$ cat src/rtl/coffee_order_ctrl_if.sv
// Signal bundle between the order/payment front end and its surroundings.
// The slave side is the controller; the master side is coin/button/brew-FSM logic.
interface coffee_order_ctrl_if #(
   parameter int CREDIT_W = 4
);
   logic                coin_valid;
   logic [1:0]          coin_val;
   logic                sel_valid;
   logic [1:0]          sel_in;
   logic                cancel;
   logic                brew_done;
   logic                start;
   logic [1:0]          coffee_sel;
   logic [CREDIT_W-1:0] credit;
   logic                coin_reject;
   logic                change_valid;
   logic [CREDIT_W-1:0] change_amt;
   logic                busy;
   logic [2:0]          dbg_state;

   // All controller outputs are registered or decoded from registered state;
   // pulses (start, coin_reject, change_valid) are high for exactly one cycle.
   modport master (
      output coin_valid, coin_val, sel_valid, sel_in, cancel, brew_done,
      input  start, coffee_sel, credit, coin_reject, change_valid, change_amt,
             busy, dbg_state
   );

   modport slave (
      input  coin_valid, coin_val, sel_valid, sel_in, cancel, brew_done,
      output start, coffee_sel, credit, coin_reject, change_valid, change_amt,
             busy, dbg_state
   );
endinterface

$ cat src/rtl/coffee_order_ctrl.sv
// Coin credit / drink selection controller in front of the coffee sequencer:
// issues a start pulse once credit covers the price, then returns change.
module coffee_order_ctrl #(
   parameter int PRICE_E     = 4,
   parameter int PRICE_L     = 6,
   parameter int PRICE_C     = 7,
   parameter int CREDIT_W    = 4,
   parameter int TIMEOUT_CYC = 20,
   parameter int TIMEOUT_W   = 5
) (
   input logic               clk,
   input logic               reset_n,
   coffee_order_ctrl_if.slave bus
);
   typedef enum logic [2:0] {
      IDLE    = 3'd0,
      COLLECT = 3'd1,
      START   = 3'd2,
      BREW    = 3'd3,
      CHANGE  = 3'd4,
      REFUND  = 3'd5
   } state_t;

   state_t               state_q, state_d;
   logic [CREDIT_W-1:0]  credit_q, credit_d;
   logic                 sel_latched_q, sel_latched_d;
   logic [1:0]           coffee_sel_q, coffee_sel_d;
   logic                 coin_reject_q, coin_reject_d;
   logic                 change_valid_q, change_valid_d;
   logic [CREDIT_W-1:0]  change_amt_q, change_amt_d;
   logic [TIMEOUT_W-1:0] tcnt_q, tcnt_d;

   logic [CREDIT_W-1:0]  price;
   logic [CREDIT_W-1:0]  coin_units;
   logic [CREDIT_W:0]    coin_sum;
   logic                 coin_ok;
   logic [CREDIT_W-1:0]  change_calc;

   always_comb begin
      case (coffee_sel_q)
         2'b00:   price = CREDIT_W'(PRICE_E);
         2'b01:   price = CREDIT_W'(PRICE_L);
         default: price = CREDIT_W'(PRICE_C);
      endcase
      case (bus.coin_val)
         2'b00:   coin_units = CREDIT_W'(1);
         2'b01:   coin_units = CREDIT_W'(2);
         2'b10:   coin_units = CREDIT_W'(5);
         default: coin_units = '0;
      endcase
   end

   // The extra sum bit flags credit overflow.
   assign coin_sum    = {1'b0, credit_q} + {1'b0, coin_units};
   assign coin_ok     = bus.coin_valid && (bus.coin_val != 2'b11) && !coin_sum[CREDIT_W];
   assign change_calc = credit_q - price;

   always_comb begin
      state_d        = state_q;
      credit_d       = credit_q;
      sel_latched_d  = sel_latched_q;
      coffee_sel_d   = coffee_sel_q;
      coin_reject_d  = 1'b0;
      change_valid_d = 1'b0;
      change_amt_d   = change_amt_q;
      tcnt_d         = '0;

      case (state_q)
         IDLE, COLLECT: begin
            if (bus.cancel || (state_q == COLLECT && !bus.coin_valid && !bus.sel_valid &&
                               tcnt_q == TIMEOUT_W'(TIMEOUT_CYC))) begin
               // Cancel and inactivity timeout share the refund path.
               coin_reject_d = bus.coin_valid;
               sel_latched_d = 1'b0;
               if (credit_q != '0) begin
                  state_d        = REFUND;
                  change_valid_d = 1'b1;
                  change_amt_d   = credit_q;
                  credit_d       = '0;
               end else begin
                  state_d = IDLE;
               end
            end else if (state_q == COLLECT && sel_latched_q && credit_q >= price) begin
               // Order is committed; late coins are returned, late buttons ignored.
               state_d       = START;
               coin_reject_d = bus.coin_valid;
            end else begin
               if (bus.coin_valid) begin
                  if (coin_ok) begin
                     credit_d = coin_sum[CREDIT_W-1:0];
                     state_d  = COLLECT;
                  end else begin
                     coin_reject_d = 1'b1;
                  end
               end
               if (bus.sel_valid && bus.sel_in != 2'b11) begin
                  coffee_sel_d  = bus.sel_in;
                  sel_latched_d = 1'b1;
                  state_d       = COLLECT;
               end
               if (state_q == COLLECT && !bus.coin_valid && !bus.sel_valid)
                  tcnt_d = tcnt_q + 1'b1;
            end
         end
         START: begin
            state_d       = BREW;
            coin_reject_d = bus.coin_valid;
         end
         BREW: begin
            coin_reject_d = bus.coin_valid;
            if (bus.brew_done) begin
               state_d       = CHANGE;
               credit_d      = '0;
               sel_latched_d = 1'b0;
               // A zero change leaves the previous change_amt in place.
               if (change_calc != '0) begin
                  change_valid_d = 1'b1;
                  change_amt_d   = change_calc;
               end
            end
         end
         CHANGE, REFUND: begin
            state_d       = IDLE;
            coin_reject_d = bus.coin_valid;
         end
         default: begin
            state_d       = IDLE;
            credit_d      = '0;
            sel_latched_d = 1'b0;
         end
      endcase
   end

   always_ff @(posedge clk or negedge reset_n) begin
      if (!reset_n) begin
         state_q        <= IDLE;
         credit_q       <= '0;
         sel_latched_q  <= 1'b0;
         coffee_sel_q   <= 2'b00;
         coin_reject_q  <= 1'b0;
         change_valid_q <= 1'b0;
         change_amt_q   <= '0;
         tcnt_q         <= '0;
      end else begin
         state_q        <= state_d;
         credit_q       <= credit_d;
         sel_latched_q  <= sel_latched_d;
         coffee_sel_q   <= coffee_sel_d;
         coin_reject_q  <= coin_reject_d;
         change_valid_q <= change_valid_d;
         change_amt_q   <= change_amt_d;
         tcnt_q         <= tcnt_d;
      end
   end

   assign bus.start        = (state_q == START);
   assign bus.busy         = (state_q == START) || (state_q == BREW) || (state_q == CHANGE);
   assign bus.coffee_sel   = coffee_sel_q;
   assign bus.credit       = credit_q;
   assign bus.coin_reject  = coin_reject_q;
   assign bus.change_valid = change_valid_q;
   assign bus.change_amt   = change_amt_q;
   assign bus.dbg_state    = state_q;
endmodule
$ cat src/flat_wrapper.sv
// flat-port wrapper written by rule: the top's interface ports become plain ports
module coffee_order_ctrl_flat 
#(
   parameter int PRICE_E     = 4,
   parameter int PRICE_L     = 6,
   parameter int PRICE_C     = 7,
   parameter int CREDIT_W    = 4,
   parameter int TIMEOUT_CYC = 20,
   parameter int TIMEOUT_W   = 5
)
  (clk, reset_n, bus_coin_valid, bus_coin_val, bus_sel_valid, bus_sel_in, bus_cancel, bus_brew_done, bus_start, bus_coffee_sel, bus_credit, bus_coin_reject, bus_change_valid, bus_change_amt, bus_busy, bus_dbg_state);
  coffee_order_ctrl_if #(.CREDIT_W(CREDIT_W)) bus_i ();
  input logic clk;
  input logic reset_n;
  input wire logic [$bits(bus_i.coin_valid)-1:0] bus_coin_valid;
  input wire logic [$bits(bus_i.coin_val)-1:0] bus_coin_val;
  input wire logic [$bits(bus_i.sel_valid)-1:0] bus_sel_valid;
  input wire logic [$bits(bus_i.sel_in)-1:0] bus_sel_in;
  input wire logic [$bits(bus_i.cancel)-1:0] bus_cancel;
  input wire logic [$bits(bus_i.brew_done)-1:0] bus_brew_done;
  output wire logic [$bits(bus_i.start)-1:0] bus_start;
  output wire logic [$bits(bus_i.coffee_sel)-1:0] bus_coffee_sel;
  output wire logic [$bits(bus_i.credit)-1:0] bus_credit;
  output wire logic [$bits(bus_i.coin_reject)-1:0] bus_coin_reject;
  output wire logic [$bits(bus_i.change_valid)-1:0] bus_change_valid;
  output wire logic [$bits(bus_i.change_amt)-1:0] bus_change_amt;
  output wire logic [$bits(bus_i.busy)-1:0] bus_busy;
  output wire logic [$bits(bus_i.dbg_state)-1:0] bus_dbg_state;
  assign bus_i.coin_valid = bus_coin_valid;
  assign bus_i.coin_val = bus_coin_val;
  assign bus_i.sel_valid = bus_sel_valid;
  assign bus_i.sel_in = bus_sel_in;
  assign bus_i.cancel = bus_cancel;
  assign bus_i.brew_done = bus_brew_done;
  assign bus_start = bus_i.start;
  assign bus_coffee_sel = bus_i.coffee_sel;
  assign bus_credit = bus_i.credit;
  assign bus_coin_reject = bus_i.coin_reject;
  assign bus_change_valid = bus_i.change_valid;
  assign bus_change_amt = bus_i.change_amt;
  assign bus_busy = bus_i.busy;
  assign bus_dbg_state = bus_i.dbg_state;
  coffee_order_ctrl #(.PRICE_E(PRICE_E), .PRICE_L(PRICE_L), .PRICE_C(PRICE_C), .CREDIT_W(CREDIT_W), .TIMEOUT_CYC(TIMEOUT_CYC), .TIMEOUT_W(TIMEOUT_W)) u_core (.clk(clk), .reset_n(reset_n), .bus(bus_i));
endmodule
$ cat config.mk
export PLATFORM = sky130hd
export DESIGN_NAME = coffee_order_ctrl_flat
export DESIGN_NICKNAME = d
export VERILOG_FILES = /design/src/rtl/coffee_order_ctrl_if.sv /design/src/rtl/coffee_order_ctrl.sv /design/src/flat_wrapper.sv
export SDC_FILE = /design/constraint.sdc
export NUM_CORES = 1
export LEC_CHECK = 0
export ABC_AREA = 0
export ABC_CLOCK_PERIOD_IN_PS = 2200
export CORE_AREA = 2 2 59 61
export DETAILED_ROUTE_END_ITERATION = 16
export DIE_AREA = 0 0 61 63
export PLACE_DENSITY = 0.72
export SYNTH_ARGS = -nofsm -noshare
export SYNTH_HDL_FRONTEND = slang
export SYNTH_SLANG_ARGS = --single-unit
$ cat constraint.sdc
create_clock -name clk -period 2.2 [get_ports clk]
set_input_delay 0.33 -clock clk [delete_from_list [all_inputs] [get_ports clk]]
set_output_delay 0.33 -clock clk [all_outputs]
set_load 0.005 [all_outputs]
==> impl_metrics.ini <==
[worst_setup_path]
crit_cells = 8
worst-r2r-cell-count = 8
critPathMaxFanout = 4
worstPathCellList = ha_4, inv_2, fa_2, nor2b_1, o21ai_1, or2_4, o221a_4, mux2_4
path_buf_inv = 1
cp_slowest_stage_delay_ns = 0.47
crit_slowest_cell = dfrtp_2
cp-end-kind = register
worstPathArrival_ns = 2.43
cp.required_ns = 2.40
cpLargestDelayFamily = adder cells
path_class = register to register
startpoint_type = register

[power_and_ir_drop]
peakVddDrop_mv = 0.520
p_total_mw = 1.95
p_per_area_nw_per_um2 = 958
p_leak_nw = 0.921

[detailed_routing]
drtPass1Iterations = 6
viasPerCell = 5.26
antenna_left = 0
drc = 0
vias = 1277
routedWlPerCell_um = 14.2
first_iter_violations = 23
routed_wl_mm = 3.45

[timing]
slew_headroom_pct = 68.5
fmax_mhz = 448
hold_slack_ns = 0.361
clock_skew_ns = 0.00135
worst_pin_slew_ns = 0.468
hold_violations = 0
rsz0062_at_grt = true
period_share_pct = 101
setup_ws_ns = -0.0298
slew_viol_final = 0
fin_crit_ns = 2.23
tns_ns = -0.129
setup_viol = 8

[die]
design.die.area_um2 = 3840
die_w_um = 61
core_um2 = 3230
die_h_um = 63
num_rows = 21
initial_utilization_pct = 44.5
io_pins = 27

[logic_synthesis]
yosys.area.top_type = dfrtp_1
synth_nets = 170
async_reset_ff_share_pct = 100
synth-main-ff-cell = dfrtp_1
ys_types = 44
synth_top_cells_by_count = 21 x dfrtp_1, 16 x inv_1, 15 x nor2_1, 11 x ha_1, 9 x nand2_1
synth_warnings = 0
ys_ff_latch = 21
synth_top_area_share_pct = 36.5
ys_seq_area_share_pct = 36.5
syn_inst = 147
syn_area_per_cell_um2 = 9.79
syn-cell-area_um2 = 1440
synth_most_common_cell = dfrtp_1
synth_edf_count = 0
yosys-top-cells-area = dfrtp_1 37%, ha_1 9.6%, inv_1 4.2%, nor2_1 3.9%, mux2_1 3.1%

[clock_tree]
cts-root-buf = clkbuf_4
path_clk_slew_ns = 0.12
clkLatencyLatePin_ns = 0.30
numCtsBuffers = 3
cts_sinks = 21
postCtsHoldBufs = 0
cts_max_level = 1
cts_tree = yes
clockBufferDepth = 2

[cells_and_area]
final_cells = 243
areaGrowthSynthToFinish_pct = 41.7
drive_above_1_share_pct = 27.9
fillers = 273
fin_area_um2 = 2040
final_util_pct = 63.1
register_area_um2 = 529
multi_input_area_um2 = 946
layout.nets = 221
antenna_cells = 0

[min_path]
hold_path.class = primary input to async pin

[placed_design]
dpl-instance-area_um2 = 1900
dp.cells = 234
port_buffers = 26
dp_hpwl_mm = 2.67
globalplace.congestion = 0.786
dp_slack_ns = -0.304

[global_route]
grt_max_degree = 22
grt_pass1_vias = 1306
grt_overflow = 0
antenna_found_initial = 0
grt_pass1_wl_mm = 5.57
grt_use_total_pct = 18.8

[run_status]
status = finished, violations left
violations = setup timing

[flow_run]
drv_cap = 0
## cells in the final DEF, fill, tap and decap left out, types with 3 or more instances in the layout
master	Yosys	routed
clkbuf_4	0	3
buf_4	0	20
clkdlybuf4s50_1	0	25
o22a_1	3	3
ha_1	11	8
o21ai_0	8	4
inv_2	0	3
xor2_1	3	3
nor2b_1	5	5
inv_1	16	13
mux2_4	0	4
o21ai_1	1	3
a22o_1	3	3
xnor2_1	4	4
dfrtp_1	21	18
nor2_1	15	13
nand3_1	3	3
nand2_1	9	9
dfrtp_2	0	3
a31oi_1	3	3
## routing by layer
| layer | vias to the layer above | routed length [um] | GRT usage, % |
|---|---|---|---|
| li1 | 622 | - | - |
| met1 | 622 | 1430 | 22.6 |
| met2 | 29 | 1860 | 32.8 |
| met3 | 4 | 125 | 2.90 |
| met4 | 0 | 36 | 6.52 |
| met5 | - | 0 | 0 |
## timing repair
action                                  4_1_cts  5_1_grt
resized for setup                            11       16
endpoints found under the setup margin       11       19
pin swaps                                     5        8
setup buffers                                 3        2
## flip-flops by register name, summed over array words and instances, names as in the netlist
register and count:
u_core.bus.coffee_sel 2, u_core.tcnt_q 5, u_core.bus.credit 4, u_core.sel_latched_q 1
u_core.bus.dbg_state 3, u_core.bus.coin_reject 1, u_core.bus.change_valid 1, u_core.bus.change_amt 4
## power breakdown
group | internal (mW) | switching, mW | leakage [nW]
clock | 0.0707 | 0.118 | 0.0150
sequential | 0.489 | 0.131 | 0.276
combinational | 0.665 | 0.480 | 0.630
## path summary, 6_finish.rpt
| path | start | end | slack (ns) |
|---|---|---|---|
| max | u_core.bus.coffee_sel[1] | u_core.bus.change_amt[0] | -0.03 |
| min | reset_n | u_core.bus.change_amt[0] | 0.36 |
| max reg2reg | u_core.bus.coffee_sel[1] | u_core.bus.change_amt[0] | -0.03 |
| min reg2reg | u_core.tcnt_q[0] | u_core.tcnt_q[0] | 0.48 |
| max in group asynchronous | reset_n | u_core.bus.coffee_sel[1] | 1.61 |
| min in group clk | u_core.tcnt_q[0] | u_core.tcnt_q[0] | 0.48 |
## cell families (layout without fill, tap and decap cells)
group	after synthesis	count (layout)	share of synthesized area, %
fa+ha+maj	13	13	12.3
xor+xnor	7	7	4.26
mux	7	7	5.30
simple gates	49	49	19.3
buf+inv	17	67	4.43
compound gates	33	33	17.8
flops	21	21	36.5
## final cells by class
cell class                      count  share of cell area (%)
Timing Repair Buffer               47                    20.6
Multi-Input combinational cell    109                    46.4
Clock buffer                        4                    1.29
Tap cell                           46                    2.82
Inverter                           16                    2.94
Sequential cell                    21                    26.0
Power figures use the tool's default switching activity.
==> variant 1: new RTL, same settings <==
`TIMEOUT_W` is set to 5 in 2 places; all go to 7.
--- a/src/rtl/coffee_order_ctrl.sv
+++ b/src/rtl/coffee_order_ctrl.sv
@@ -6,7 +6,7 @@
    parameter int PRICE_C     = 7,
    parameter int CREDIT_W    = 4,
    parameter int TIMEOUT_CYC = 20,
-   parameter int TIMEOUT_W   = 5
+   parameter int TIMEOUT_W   = 7
 ) (
    input logic               clk,
    input logic               reset_n,
--- a/src/flat_wrapper.sv
+++ b/src/flat_wrapper.sv
@@ -6,7 +6,7 @@
    parameter int PRICE_C     = 7,
    parameter int CREDIT_W    = 4,
    parameter int TIMEOUT_CYC = 20,
-   parameter int TIMEOUT_W   = 5
+   parameter int TIMEOUT_W   = 7
 )
   (clk, reset_n, bus_coin_valid, bus_coin_val, bus_sel_valid, bus_sel_in, bus_cancel, bus_brew_done, bus_start, bus_coffee_sel, bus_credit, bus_coin_reject, bus_change_valid, bus_change_amt, bus_busy, bus_dbg_state);
   coffee_order_ctrl_if #(.CREDIT_W(CREDIT_W)) bus_i ();
Formal check against the unedited RTL: same outputs for any inputs over 4 cycles, from zero or initial values and one cycle with reset_n low; that may be too few to reach the edited logic, so the function may still have changed.
==> variant 1 against the unedited design <==
The flow still finishes with violations (setup timing). Total power grew 31%. Die area is the same. Area after synthesis shrank 2.0%. Sequential share of layout area grew 0.91 points. First-iteration DRC count shrank 13%. Cell area grew 5.3%. Setup slack lost 110 ps. Routed wire length grew 10%. Sequential cell count grew 2. Critical path type unchanged. Critical endpoint is now u_core.bus.change_amt[2].
==> variant 1: results <==
export IMPL_multi_input_gates=105
export IMPL_seq_area_share_pct=26.9
export IMPL_nets=218
export IMPL_synth_distinct_cells=40
export IMPL_vias=1261
export IMPL_p_leak_nw=0.955
export IMPL_synth_area_leaders="dfrtp_1, ha_1, mux2_4, nand2_1, nor2_1"
export IMPL_finalSetupTns_ps=-1520
export IMPL_failed_checks="setup timing"
export IMPL_path_clk_slew_ps=140
export IMPL_fill_cells=251
export IMPL_setup_ws_ps=-137
export IMPL_p_comb_mw=1.70
export IMPL_setup_viol=15
export IMPL_dp_hpwl_microns=2650
export IMPL_wl_per_cell_microns=15.6
export IMPL_final_nonclk_buf_share_pct=23.5
export IMPL_arrival_ps=2550
export IMPL_clkSinkCount=23
export IMPL_clock_area_share_pct=1.28
export IMPL_first_iter_violations=20
export IMPL_worst_pin_slew_ps=441
export IMPL_grt_use_total_pct=21.3
export IMPL_clock_skew_ps=9.76
export IMPL_multi_input_area_share_pct=43.9
export IMPL_status="finished, violations left"
export IMPL_clockBufferCount=3
export IMPL_dr_pass1_iters=4
export IMPL_largest_register_ffs=7
variant 1: changes by cell type in the layout (fill, tap and decap cells not counted), sizes merged, moves of 3 or more:
cell / unedited run / this run
buf: 21 / 30
a31oi: 4 / 1
a22o: 3 / 0
o22a: 3 / 0
a21boi: 0 / 3
mux2: 5 / 8
inv: 16 / 10
o21ai: 9 / 5
nand2: 9 / 14
ha: 11 / 7
variant 1: logic make-up after synthesis:
group | after synthesis | share of synthesized area (%)
compound gates | 21 | 11.5
flops | 23 | 40.8
buf+inv | 13 | 3.46
simple gates | 58 | 22.0
mux | 9 | 8.16
fa+ha+maj | 9 | 9.05
xor+xnor | 8 | 4.97
variant 1: timing repair:
item                                    CTS  global route
pin swaps                                 6            11
buffers inserted                          9             4
endpoints found under the setup margin   18            19
cloned                                    0             0
resized for setup                        19            20
variant 1: metrics by stage:
step	cell area (sq um)	hold WS [ps]
3_5_place_dp	1860	493
2_1_floorplan	1420	34.4
6_report	2150	345
4_1_cts	2040	355
5_1_grt	2150	368
3_3_place_gp	1860	464
variant 1: per-layer routing:
| layer | global-route usage (%) | vias to the layer above | wire, microns |
|---|---|---|---|
| met1 | 24.8 | 619 | 1600 |
| met4 | 8.42 | 0 | 27 |
| met5 | 0 | - | 0 |
| li1 | - | 603 | - |
| met3 | 4.35 | 4 | 106 |
| met2 | 37.0 | 35 | 2080 |
variant 1: worst max-delay path by stage:
stage / end / slack [ps] / cells after the start
after global placement: u_core.bus.change_amt[2] / -490 / 6
after CTS: u_core.bus.change_amt[0] / -100 / 6
after floorplan: u_core.bus.change_amt[0] / -160 / 5
after global routing: u_core.bus.change_amt[0] / -220 / 8
after detailed placement: u_core.bus.change_amt[1] / -520 / 6
final: u_core.bus.change_amt[2] / -140 / 8
==> variant 2: new RTL, same flow settings <==
Without the edit above. Reset style: synchronous (`reset_n`), changed in one clocked block.
--- a/src/rtl/coffee_order_ctrl.sv
+++ b/src/rtl/coffee_order_ctrl.sv
@@ -131,7 +131,7 @@
       endcase
    end
 
-   always_ff @(posedge clk or negedge reset_n) begin
+   always_ff @(posedge clk) begin
       if (!reset_n) begin
          state_q        <= IDLE;
          credit_q       <= '0;
Behaviour: differs if reset_n is asserted again (counterexample within 4 cycles, from zero or initial values and one cycle with reset_n low); with reset_n held inactive, the same outputs for 4 cycles.
==> variant 2 against the unedited design <==
Routed wire length increased by 15%. Sequential cell count did not move. Synthesized cell count is 16% higher. Area after synthesis increased by 0.87%. Global-route usage grew 3.3 points. Cell area up 0.49%. Critical path depth rose by 1. Setup slack gained 59 ps. Clock skew rose by 13 ps. Largest cell class unchanged.
Power is not compared: it rests on default switching activity, and its combinational part moved more than twofold at a synthesized area within 25%.
==> variant 2: results <==
export IMPL_dp_hpwl_microns=2960
export IMPL_clock_skew_ps=13.9
export IMPL_slowest_delay_ps=390
export IMPL_yosys_area_share_adder_pct=12.2
export IMPL_whs_ps=472
export IMPL_synth_warnings=0
export IMPL_synthMuxAreaShare_pct=6.90
export IMPL_status="finished clean"
export IMPL_path_clk_slew_ps=130
export IMPL_viasPerCell=5.43
export IMPL_clk_latency_ps=320
export IMPL_synth_area_leaders="dfxtp_1, ha_1, mux2i_1, nand2_1, inv_1"
export IMPL_grt_pass1_vias=1452
export IMPL_setup_viol=0
export IMPL_r2r_end="u_core.bus.change_amt[2]"
export IMPL_first_iter_violations=27
export IMPL_arrival_ps=2420
export IMPL_wl_per_cell_microns=14.8
export IMPL_synth_distinct_cells=43
export IMPL_synth_compound_area_share_pct=18.6
export IMPL_post_cts_setup_buffers=0
export IMPL_min_period_over_period_pct=98.7
export IMPL_post_cts_resized=6
export IMPL_synth_xor_area_share_pct=4.22
export IMPL_yosys_top_cells_count="dfxtp_1, nand2_1, inv_1"
export IMPL_top_register="u_core.tcnt_q"
export IMPL_drv_slew=0
export IMPL_hp_class="reg2reg"
export IMPL_ff2ff_setup_slack_ps=30
export IMPL_dp_cells=261
export IMPL_dp_slack_ps=-463
export IMPL_nets=246
export IMPL_grt_max_degree=21
export IMPL_grt_use_total_pct=22.1
export IMPL_grt_first_pass_wirelength_microns=6550
export IMPL_dr_pass1_iters=4
export IMPL_r2r_start="u_core.bus.coffee_sel[1]"
export IMPL_synth_fp_nets=194
export IMPL_synth_ff_type="dfxtp_1"
export IMPL_async_reset_ff_share_pct=0
export IMPL_syn_area_per_cell_sq_um=8.49
export IMPL_gp_congestion=0.937
-- variant 2: changes by cell type in the layout (fill, tap and decap cells not counted), moves of 5 or more --
| cell | unedited run | this run |
|---|---|---|
| dfxtp_1 | 0 | 19 |
| dfrtp_1 | 18 | 0 |
| mux2i_1 | 2 | 10 |
| nand2_1 | 9 | 15 |
| buf_4 | 20 | 25 |
| nand3_1 | 3 | 8 |
-- variant 2: cell type report --
| type | instances | area [sq um] |
|---|---|---|
| inverters | 14 | 52.6 |
| well taps | 46 | 57.6 |
| repair buffers | 53 | 475 |
| clock buffers | 4 | 26.3 |
| fillers | 280 | 1180 |
| multi-input cells | 130 | 1010 |
| flip-flops and latches | 21 | 425 |
-- variant 2: routing by layer --
layer,up-vias,GRT usage (%),part of all wire [%]
li1,707,-,-
met1,700,29.1,44
met2,40,37.1,50
met3,9,2.07,3.5
met4,0,6.79,2.0
met5,-,0,0
